File: src/rtl/gam_connection_scheduler.sv
// Connection-memory sequencer for one GAM layer: runs edge-set plus neighbour-age
// read-modify-write updates, and the end-of-learning prune sweep with node invalidation.
module gam_connection_scheduler #(
    parameter int  NODE_COUNT  = 8,
    parameter int  CLASS_COUNT = 4,
    parameter int  AGE_MAX     = 10,
    parameter int  AGE_W       = 8,
    localparam int NW          = $clog2(NODE_COUNT),
    localparam int CW          = $clog2(CLASS_COUNT)
) (
    input  logic             i_clk,
    input  logic             i_rst,
    input  logic             i_upd_valid,
    output logic             o_upd_ready,
    input  logic [NW-1:0]    i_upd_node1,
    input  logic [NW-1:0]    i_upd_node2,
    input  logic [CW-1:0]    i_upd_class,
    output logic             o_upd_drop,
    input  logic             i_prune_start,
    output logic             o_prune_done,
    output logic             o_busy,
    output logic             o_mem_en,
    output logic             o_mem_we,
    output logic [CW-1:0]    o_mem_class,
    output logic [NW-1:0]    o_mem_row,
    output logic [NW-1:0]    o_mem_col,
    output logic             o_mem_wpres,
    output logic [AGE_W-1:0] o_mem_wage,
    input  logic             i_mem_rpres,
    input  logic [AGE_W-1:0] i_mem_rage,
    output logic             o_inv_we,
    output logic [CW-1:0]    o_inv_class,
    output logic [NW-1:0]    o_inv_node
);

    typedef enum logic [3:0] {
        S_IDLE    = 4'd0,
        S_SET_FWD = 4'd1,
        S_SET_REV = 4'd2,
        S_AGE_RD  = 4'd3,
        S_AGE_WR1 = 4'd4,
        S_AGE_WR2 = 4'd5,
        S_PR_RD   = 4'd6,
        S_PR_EVAL = 4'd7,
        S_PR_DONE = 4'd8
    } state_t;

    function automatic logic node_ok(input logic [NW-1:0] n);
        return (n != {NW{1'b0}}) && (int'(n) < NODE_COUNT);
    endfunction

    function automatic logic class_ok(input logic [CW-1:0] c);
        return (c != {CW{1'b0}}) && (int'(c) < CLASS_COUNT);
    endfunction

    // First sweep index >= start that is neither endpoint; NODE_COUNT when exhausted.
    function automatic logic [NW:0] next_idx(input logic [NW:0] start,
                                              input logic [NW-1:0] a,
                                              input logic [NW-1:0] b);
        logic [NW:0] res;
        logic        found;
        res   = (NW+1)'(NODE_COUNT);
        found = 1'b0;
        for (int k = 1; k < NODE_COUNT; k++) begin
            if (!found && (k >= int'(start)) && (k != int'(a)) && (k != int'(b))) begin
                res   = (NW+1)'(k);
                found = 1'b1;
            end
        end
        return res;
    endfunction

    function automatic logic [AGE_W-1:0] sat_inc(input logic [AGE_W-1:0] a);
        return (a == {AGE_W{1'b1}}) ? a : a + {{(AGE_W-1){1'b0}}, 1'b1};
    endfunction

    state_t            r_state, w_nxt;
    logic              r_pend, r_surv, r_apres;
    logic [NW-1:0]     r_n1, r_n2, r_i, r_pi, r_pj;
    logic [CW-1:0]     r_c, r_pc;
    logic [AGE_W-1:0]  r_awage;

    logic              w_ready, w_drop, w_done, w_en, w_we, w_wpres, w_inv_we;
    logic [CW-1:0]     w_class, w_inv_class;
    logic [NW-1:0]     w_row, w_col, w_inv_node;
    logic [AGE_W-1:0]  w_wage;

    logic          w_req_ok, w_upd_state, w_last_j, w_last_i, w_last_c;
    logic          w_expire, w_surv;
    logic [NW:0]   w_first, w_next;

    assign w_req_ok    = node_ok(i_upd_node1) && node_ok(i_upd_node2) &&
                         (i_upd_node1 != i_upd_node2) && class_ok(i_upd_class);
    assign w_upd_state = (r_state == S_SET_FWD) || (r_state == S_SET_REV) || (r_state == S_AGE_RD) ||
                         (r_state == S_AGE_WR1) || (r_state == S_AGE_WR2);
    assign w_first     = next_idx((NW+1)'(1), r_n1, r_n2);
    assign w_next      = next_idx({1'b0, r_i} + (NW+1)'(1), r_n1, r_n2);
    assign w_last_j    = (r_pj == NW'(NODE_COUNT-1));
    assign w_last_i    = (r_pi == NW'(NODE_COUNT-1));
    assign w_last_c    = (r_pc == CW'(CLASS_COUNT-1));
    assign w_expire    = i_mem_rpres && (i_mem_rage >= AGE_W'(AGE_MAX));
    assign w_surv      = r_surv || (i_mem_rpres && !w_expire);

    // State register.
    always_ff @(posedge i_clk) begin
        if (i_rst) begin
            r_state <= S_IDLE;
        end else begin
            r_state <= w_nxt;
        end
    end

    // Next-state and per-state memory/strobe decode.
    always_comb begin
        w_nxt       = r_state;
        w_ready     = 1'b0;
        w_drop      = 1'b0;
        w_done      = 1'b0;
        w_en        = 1'b0;
        w_we        = 1'b0;
        w_wpres     = 1'b0;
        w_wage      = {AGE_W{1'b0}};
        w_class     = {CW{1'b0}};
        w_row       = {NW{1'b0}};
        w_col       = {NW{1'b0}};
        w_inv_we    = 1'b0;
        w_inv_class = {CW{1'b0}};
        w_inv_node  = {NW{1'b0}};
        case (r_state)
            S_IDLE: begin
                w_ready = !r_pend && !i_prune_start;
                if (r_pend || i_prune_start) begin
                    w_nxt = S_PR_RD;
                end else if (i_upd_valid) begin
                    if (w_req_ok) begin
                        w_nxt = S_SET_FWD;
                    end else begin
                        w_drop = 1'b1;
                    end
                end else begin
                    w_nxt = S_IDLE;
                end
            end
            S_SET_FWD: begin
                {w_en, w_we, w_wpres} = 3'b111;
                {w_class, w_row, w_col} = {r_c, r_n1, r_n2};
                w_nxt = S_SET_REV;
            end
            S_SET_REV: begin
                {w_en, w_we, w_wpres} = 3'b111;
                {w_class, w_row, w_col} = {r_c, r_n2, r_n1};
                w_nxt = (w_first == (NW+1)'(NODE_COUNT)) ? S_IDLE : S_AGE_RD;
            end
            S_AGE_RD: begin
                w_en = 1'b1;
                {w_class, w_row, w_col} = {r_c, r_n1, r_i};
                w_nxt = S_AGE_WR1;
            end
            S_AGE_WR1: begin
                {w_en, w_we, w_wpres} = {i_mem_rpres, i_mem_rpres, 1'b1};
                {w_class, w_row, w_col} = {r_c, r_n1, r_i};
                w_wage = sat_inc(i_mem_rage);
                w_nxt = S_AGE_WR2;
            end
            S_AGE_WR2: begin
                {w_en, w_we, w_wpres} = {r_apres, r_apres, 1'b1};
                {w_class, w_row, w_col} = {r_c, r_i, r_n1};
                w_wage = r_awage;
                w_nxt = (w_next == (NW+1)'(NODE_COUNT)) ? S_IDLE : S_AGE_RD;
            end
            S_PR_RD: begin
                w_en = 1'b1;
                {w_class, w_row, w_col} = {r_pc, r_pi, r_pj};
                w_nxt = S_PR_EVAL;
            end
            S_PR_EVAL: begin
                // Expired edges keep their age; only the presence bit drops.
                {w_en, w_we, w_wpres} = {w_expire, w_expire, 1'b0};
                {w_class, w_row, w_col} = {r_pc, r_pi, r_pj};
                w_wage      = i_mem_rage;
                w_inv_we    = w_last_j && !w_surv;
                w_inv_class = r_pc;
                w_inv_node  = r_pi;
                w_nxt = (w_last_j && w_last_i && w_last_c) ? S_PR_DONE : S_PR_RD;
            end
            S_PR_DONE: begin
                w_done = 1'b1;
                w_nxt  = S_IDLE;
            end
            default: begin
                w_nxt = S_IDLE;
            end
        endcase
    end

    // Request capture, sweep indices, pending prune and row survivor tracking.
    always_ff @(posedge i_clk) begin
        if (i_rst) begin
            r_pend  <= 1'b0;
            r_surv  <= 1'b0;
            r_apres <= 1'b0;
            r_awage <= {AGE_W{1'b0}};
            r_n1    <= {NW{1'b0}};
            r_n2    <= {NW{1'b0}};
            r_i     <= {NW{1'b0}};
            r_pi    <= {NW{1'b0}};
            r_pj    <= {NW{1'b0}};
            r_c     <= {CW{1'b0}};
            r_pc    <= {CW{1'b0}};
        end else begin
            if (r_state == S_IDLE) begin
                r_pend <= 1'b0;
            end else if (i_prune_start && w_upd_state) begin
                r_pend <= 1'b1;
            end else begin
                r_pend <= r_pend;
            end
            case (r_state)
                S_IDLE: begin
                    if (w_nxt == S_SET_FWD) begin
                        r_n1 <= i_upd_node1;
                        r_n2 <= i_upd_node2;
                        r_c  <= i_upd_class;
                    end else if (w_nxt == S_PR_RD) begin
                        r_pc   <= CW'(1);
                        r_pi   <= NW'(1);
                        r_pj   <= NW'(1);
                        r_surv <= 1'b0;
                    end
                end
                S_SET_REV: r_i <= w_first[NW-1:0];
                S_AGE_WR1: begin
                    r_apres <= i_mem_rpres;
                    r_awage <= sat_inc(i_mem_rage);
                end
                S_AGE_WR2: r_i <= w_next[NW-1:0];
                S_PR_EVAL: begin
                    if (w_last_j) begin
                        r_surv <= 1'b0;
                        r_pj   <= NW'(1);
                        if (w_last_i) begin
                            r_pi <= NW'(1);
                            r_pc <= r_pc + CW'(1);
                        end else begin
                            r_pi <= r_pi + NW'(1);
                        end
                    end else begin
                        r_surv <= w_surv;
                        r_pj   <= r_pj + NW'(1);
                    end
                end
                default: begin
                    r_pend <= r_pend;
                end
            endcase
        end
    end

    assign o_upd_ready  = w_ready  & ~i_rst;
    assign o_upd_drop   = w_drop   & ~i_rst;
    assign o_prune_done = w_done   & ~i_rst;
    assign o_busy       = (r_state != S_IDLE) & ~i_rst;
    assign o_mem_en     = w_en     & ~i_rst;
    assign o_mem_we     = w_we     & ~i_rst;
    assign o_mem_wpres  = w_wpres  & ~i_rst;
    assign o_mem_class  = i_rst ? {CW{1'b0}} : w_class;
    assign o_mem_row    = i_rst ? {NW{1'b0}} : w_row;
    assign o_mem_col    = i_rst ? {NW{1'b0}} : w_col;
    assign o_mem_wage   = i_rst ? {AGE_W{1'b0}} : w_wage;
    assign o_inv_we     = w_inv_we & ~i_rst;
    assign o_inv_class  = i_rst ? {CW{1'b0}} : w_inv_class;
    assign o_inv_node   = i_rst ? {NW{1'b0}} : w_inv_node;

endmodule

File: config.mk
export PLATFORM = sky130hd
export DESIGN_NAME = gam_connection_scheduler
export DESIGN_NICKNAME = d
export VERILOG_FILES = /design/src/rtl/gam_connection_scheduler.sv
export SDC_FILE = /design/constraint.sdc
export NUM_CORES = 1
export LEC_CHECK = 0
export BUFFER_PORTS_ARGS = -buffer_cell sky130_fd_sc_hd__buf_2
export CAP_MARGIN = 20
export CORE_AREA = 2 2 78 80
export CTS_CLUSTER_DIAMETER = 100
export DETAILED_ROUTE_END_ITERATION = 8
export DIE_AREA = 0 0 80 82
export PLACE_DENSITY = 0.74
export SETUP_SLACK_MARGIN = 0.05
export SLEW_MARGIN = 20
export SYNTH_ARGS = -nofsm -noshare
export SYNTH_HDL_FRONTEND = slang
export SYNTH_SLANG_ARGS = --single-unit
File: constraint.sdc
create_clock -name i_clk -period 1.9 [get_ports i_clk]
set_input_delay 0.38 -clock i_clk [delete_from_list [all_inputs] [get_ports i_clk]]
set_output_delay 0.38 -clock i_clk [all_outputs]
set_load 0.02 [all_outputs]
After elaboration in Yosys (flattened, before gate mapping)
Cells that the tools add are included.
W data, S select, Z words.
{"block": "word_totals", "input_bits": 21, "out_inout_bits": 29, "word_cells": 231, "register_bits": 34}
{"block": "op_classes", "n_mux": 75, "n_addsub": 5, "bitwise_logic": 9, "n_eq_ne": 35, "n_reduce_logical": 87, "order_cmp": 8}
{"op": "$mux W4", "count": 18}
{"op": "$logic_and A1 B1 Y1", "count": 43}
{"op": "$pmux W4 S8", "count": 1}
{"op": "$mux W3", "count": 9}
{"op": "$mux W1", "count": 25}
{"op": "$ne A3 B3 Y1 const A", "count": 8}
{"op": "$pmux W3 S4", "count": 2}
{"op": "$pmux W8 S3", "count": 1}
{"op": "$eq A4 B3 Y1 const B", "count": 5}
{"op": "$mux W2", "count": 9}
{"op": "$pmux W3 S2", "count": 3}
{"op": "$ge A3 B4 Y1 const A", "count": 4}
{"op": "$logic_not A1 Y1", "count": 16}
{"op": "$mux W8", "count": 2}
{"op": "$eq A4 B4 Y1 const B", "count": 3}
{"op": "$ne A2 B3 Y1 const A", "count": 4}
{"op": "$reduce_or A5 Y1", "count": 2}
{"op": "$add A8 B1 Y8 const B", "count": 1}
{"op": "$and A1 B1 Y1", "count": 8}
{"op": "$eq A4 B1 Y1 const B", "count": 2}
{"op": "$eq A4 B2 Y1 const B", "count": 2}
{"op": "$eq A8 B8 Y1 const B", "count": 1}
{"op": "$ge A2 B4 Y1 const A", "count": 2}
{"op": "$ge A8 B4 Y1 const B", "count": 1}
{"op": "other kinds (26)", "count": 47}

Logic depth before layout (Yosys ltp)
{"block": "depth", "depth_word": 42, "ltp_mapped": 7, "ltp_nobuf": 7}

Worst setup path before layout
Ideal clock, no wire load.
{"block": "synth_path", "path_kind": "register to output", "startpoint": "register r_pj[0]", "endpoint": "output o_inv_we", "path_stages_with_launch": 6, "required_time_ps": 1520, "arrival_ps": 2073, "path_slack_ps": -553, "cell_sequence": "dfxtp_1 ha_1 ha_1 clkbuf_1 nand2b_1 a2111oi_0"}
{"block": "synth_between", "elab_chain_cells": 4}
{"element": "start: declaration", "line": "79", "rtl": "logic [NW-1:0] r_n1, r_n2, r_i, r_pi, r_pj;"}
{"element": "start signal: assignment", "line": "207", "rtl": "r_pj <= {NW{1'b0}};"}
{"element": "start signal: assignment", "line": "249", "rtl": "r_pj <= r_pj + NW'(1);"}
{"element": "$eq A3 B3 Y1", "line": "98", "rtl": "assign w_last_j = (r_pj == NW'(NODE_COUNT-1));"}
{"element": "$logic_and A1 B1 Y1", "line": "181", "rtl": "w_inv_we = w_last_j && !w_surv;"}
{"element": "$mux W1", "line": "129", "rtl": "case (r_state)"}
{"element": "$and A1 B1 Y1", "line": "270", "rtl": "assign o_inv_we = w_inv_we & ~i_rst;"}
{"element": "end: declaration", "line": "31", "rtl": "output logic o_inv_we,"}
No other way between the ends.

Worst setup path after layout
{"block": "layout_path", "startpoint": "register r_state[3]", "endpoint": "output o_mem_we"}
{"block": "layout_between", "elab_chain_cells": 4}
{"element": "start: declaration", "line": "77", "rtl": "state_t r_state, w_nxt;"}
{"element": "start signal: assignment", "line": "109", "rtl": "r_state <= w_nxt;"}
{"element": "$eq A4 B1 Y1 / $eq A4 B2 Y1 (equally long branches)", "line": "129"}
{"element": "$reduce_or A2 Y1 (no source line)"}
{"element": "$pmux W1 S4 *", "line": "129"}
{"element": "$and A1 B1 Y1 *", "line": "264", "rtl": "assign o_mem_we = w_we & ~i_rst;"}
{"element": "end: declaration", "line": "23", "rtl": "output logic o_mem_we,"}
Every way passes the cells marked *; elsewhere a longest branch is shown, timed or not.

==> impl.org <==
** Status
- Result of the run :: finished, violations left
- Violated checks :: negative setup slack

** Placement
- Area of placed instances :: between 0.003 and 0.004 mm^2
- In this run the tool buffered the top-level ports with 49 buffer cells.
- The HPWL after detailed placement is 6.56 mm.
- Gp weighted congestion :: roughly 0.91

** Final layout
- Utilization after layout :: about 76%
- 0 antenna diodes ended up in the layout.
- Of the cells placed in the final design, the portion with a size suffix greater than 1 is 48.8%.
- Filler cells :: 350
- Most common library cell in the layout ignoring fill and taps :: buf_4
- Final net count :: between 500 and 600
- Relative area change from synthesis to final layout :: 56.6%
- Highest-count cells in the layout ignoring fill and taps :: buf_4 (99), nand2_1 (38), dfxtp_1 (28), nor2_1 (25)
- The finished cells cover 0.00439 mm^2.

** Clock tree
- TritonCTS built the clock tree.
- In this run, post-CTS hold repair placed 0 buffers.
- Counting every sink on the clock net gives 34.
- The clock reaches the later pin of the worst-skew pair after 290 ps.
- CTS built an H-tree with a depth of 2.
- No sink is reached through more buffers than the 2 on the longest clock path.
- Clock slew seen by the registers of the worst setup and hold paths :: ~70 ps
- The root buffer cell chosen for the clock tree is clkbuf_8.
- Buffers inserted during clock tree synthesis total 5.

** Timing
- Final worst path period share :: 117%
- Worst Max-Slew Pin Slew :: ~560 ps
- For the final routed database, the setup TNS stands at -5900 ps.
- Final Skew :: between 6 and 7 ps
- The routed design could run at a clock period as short as ~2200 ps.
- Slack of the critical path :: -332 ps
- Worst-case headroom to the max-slew limit :: 62.6%
- Timing would allow up to 0.448 GHz.
- Number of slew-limit violations in the final report :: 0
- Setup violations remaining at the end of the flow were counted as 28.
- The tightest hold path in the finished design has a slack of 353 ps.
- Setup repair after global routing could not meet its margin everywhere.
- The final count of hold timing violations was 0.

** Global routing
- For this run, global-route usage on met3 was measured as around 4.8%.
- Remaining Overflow, GRT :: 0
- Global routing consumed, on the met1 layer, 37.8% of the routing resources.
- The via count of the first global-routing pass came to 3313.
- Gr usage total :: 30.0%
- Maximum number of pins on one net before global-route repair :: 20
- For met2 alone, demand over resource in global routing was between 50% and 60%.
- met2 is the most crowded layer.
- The first global-routing pass estimated 15.7 mm of wire.
- The initial antenna violation count was 0.

** Critical path
- Largest driver fanout on the critical path :: 4
- Data arrives at the worst endpoint at 1850 ps.
- Crit Path Category :: reg2out
- Cells on worst reg2reg path :: 8
- The worst setup path is launched from a register.
- Worst R2R Start :: r_state[2]
- Start point of the critical path :: r_state[3]
- Critical Path RT :: 1520 ps
- Type of destination of the critical path :: output pin

** Synthesis
- Number of synthesized flops with an enable pin :: 0
- Synth warn :: 0
- Mean area per synthesized cell :: 7.46 um^2
- Counting flops with an async set or reset pin after synthesis yields a share of 0%.
- Share of synthesized area occupied by flip-flops and latches :: 24.3%
- After synthesis the cells add up to 0.00280 mm^2.
- Synthesis handed over a netlist of 376 instances.
- The netlist uses 63 different library cells.
- In this run, synthesis produced a sequential element count of 34.
- Counting every net in the synthesized netlist gives 408.
- In the synthesized netlist the dominant register cell turns out to be dfxtp_1.

** Power and ir drop
- Static leakage :: 1.81 nW
- Clock network fraction of design power :: 11.8%
- Cell internal power was estimated by the tool at 0.00254 W.
- Fraction of power consumed by combinational cells :: 64.7%
- The share of total power dissipated in sequential elements is a little under a quarter.
- Across the VDD grid, the largest voltage drop is roughly 600 uV.
- Net load switching power :: 0.00197 W
- Net switching is around 44% of the power.
- P per Cell Area :: 1030 mW/mm^2

** Die
- Pin placement for this block handled 50 I/O pins.
- Core area :: between 0.005 and 0.006 mm^2
- The floorplan step defined a die boundary enclosing 0.00656 mm^2.
- The floorplan step set the die height to 82 um.
- Width of the die :: 80 um
- Starting density of the core :: 48.8%
- Row generation in the floorplan step produced 28 rows.

** Route
- Residual DRC count :: 0
- Final antenna-violating net count :: 0
- Total vias in the final route :: 3777
- Summed over all layers, the routed wires come to about 11 mm.
- Number of detailed-routing iterations run before antenna repair :: 7
- The detailed router finished its first iteration with between 500 and 600 violations.
- Vias per cell :: 6.57
- In the final routed layout, each cell accounts on average for 20.0 um.

** Job
- Across the run, the number of max-cap violations was 0.

** Hold path
- The worst hold path belongs to the class in2reg.
- Hold-critical path depth :: 3
- The worst hold path begins at i_upd_class[1].
==> what timing repair did <==
| action | CTS | global route |
|---|---|---|
| setup buffers | 9 | 13 |
| gates cloned | 0 | 1 |
| resized for setup | 68 | 60 |
| pin swaps | 10 | 18 |
| setup endpoints to repair | 39 | 45 |
==> cell families (layout without fill, tap and decap cells) <==
group | Yosys count | after routing | synth area share, %
simple gates | 150 | 150 | 29.0
compound gates | 134 | 134 | 32.5
buf+inv | 38 | 162 | 6.34
flops | 34 | 34 | 24.3
fa+ha+maj | 11 | 11 | 4.91
xor+xnor | 6 | 6 | 1.87
mux | 3 | 3 | 1.12
==> worst max-delay path, cell delays in order (launching register included) <==
cell,delay (ps)
dfxtp_2,350
nand2b_4,170
nor3b_4,290
buf_6,140
a22oi_2,100
a221oi_2,310
buf_4,200
==> power by group through the flow <==
stage                     clock [W]  combinational (W)  sequential (W)
final                      0.000532            0.00292         0.00106
after global routing       0.000556            0.00306         0.00107
after CTS                  0.000525            0.00237         0.00104
after detailed placement          0            0.00201         0.00100
after global placement            0            0.00196        0.000998
after floorplan                   0            0.00127        0.000953
==> cell type report <==
type                       count  area [um^2]  area share [%]
multi-input combinational    304         2350            53.5
clock buffer                   6         82.6            1.88
timing repair buffer         146         1130            25.7
tap                           75         93.8            2.14
inverter                      10         37.5           0.855
sequential                    34          698            15.9
==> through the flow <==
stage          cells  power (W)  worst slack [ps]
2_1_floorplan    376    0.00223             -61.8
3_3_place_gp     547    0.00296              -244
3_5_place_dp     547    0.00301              -270
4_1_cts          562    0.00394              -250
5_1_grt          575    0.00469              -366
6_report         575    0.00452              -332
==> path summary, 6_finish.rpt <==
kind | slack (ps) | to
setup / recovery | -330 | o_mem_we
hold / removal | 350 | r_c[1]
setup reg to reg | -10 | r_state[0]
hold reg to reg | 470 | r_awage[0]
==> synthesized netlist by cell type, drive strengths merged (5+ instances only) <==
cell	count	area share, %
a21oi	42	7.6
nand2	40	5.4
dfxtp	34	24
nor2	27	3.6
o21ai	22	4.2
nand3	16	2.9
buf	15	3.3
a22oi	14	3.7
clkbuf	13	1.7
and3	11	2.6
ha	11	4.9
inv	10	1.3
o211ai	10	2.7
nand3b	9	2.4
nor2b	7	1.6
nand2b	6	1.3
nor3	6	1.2
a31oi	5	1.3
nor3b	5	1.5
==> per-layer routing <==
| metal | share of wire, % | vias up |
|---|---|---|
| met5 | 0 | - |
| met4 | 5.6 | 0 |
| met3 | 8.4 | 76 |
| met2 | 47 | 255 |
| met1 | 39 | 1781 |
| li1 | - | 1665 |
==> state kept, by name (all words and copies together) (netlist names) <==
signal and flops:
r_pi 3, r_pc 2, r_pj 3, r_surv 1, r_n1 3, r_apres 1, r_n2 3, r_state 4
r_i 3, r_awage 8, r_c 2, r_pend 1
Power figures use the tool's default switching activity.
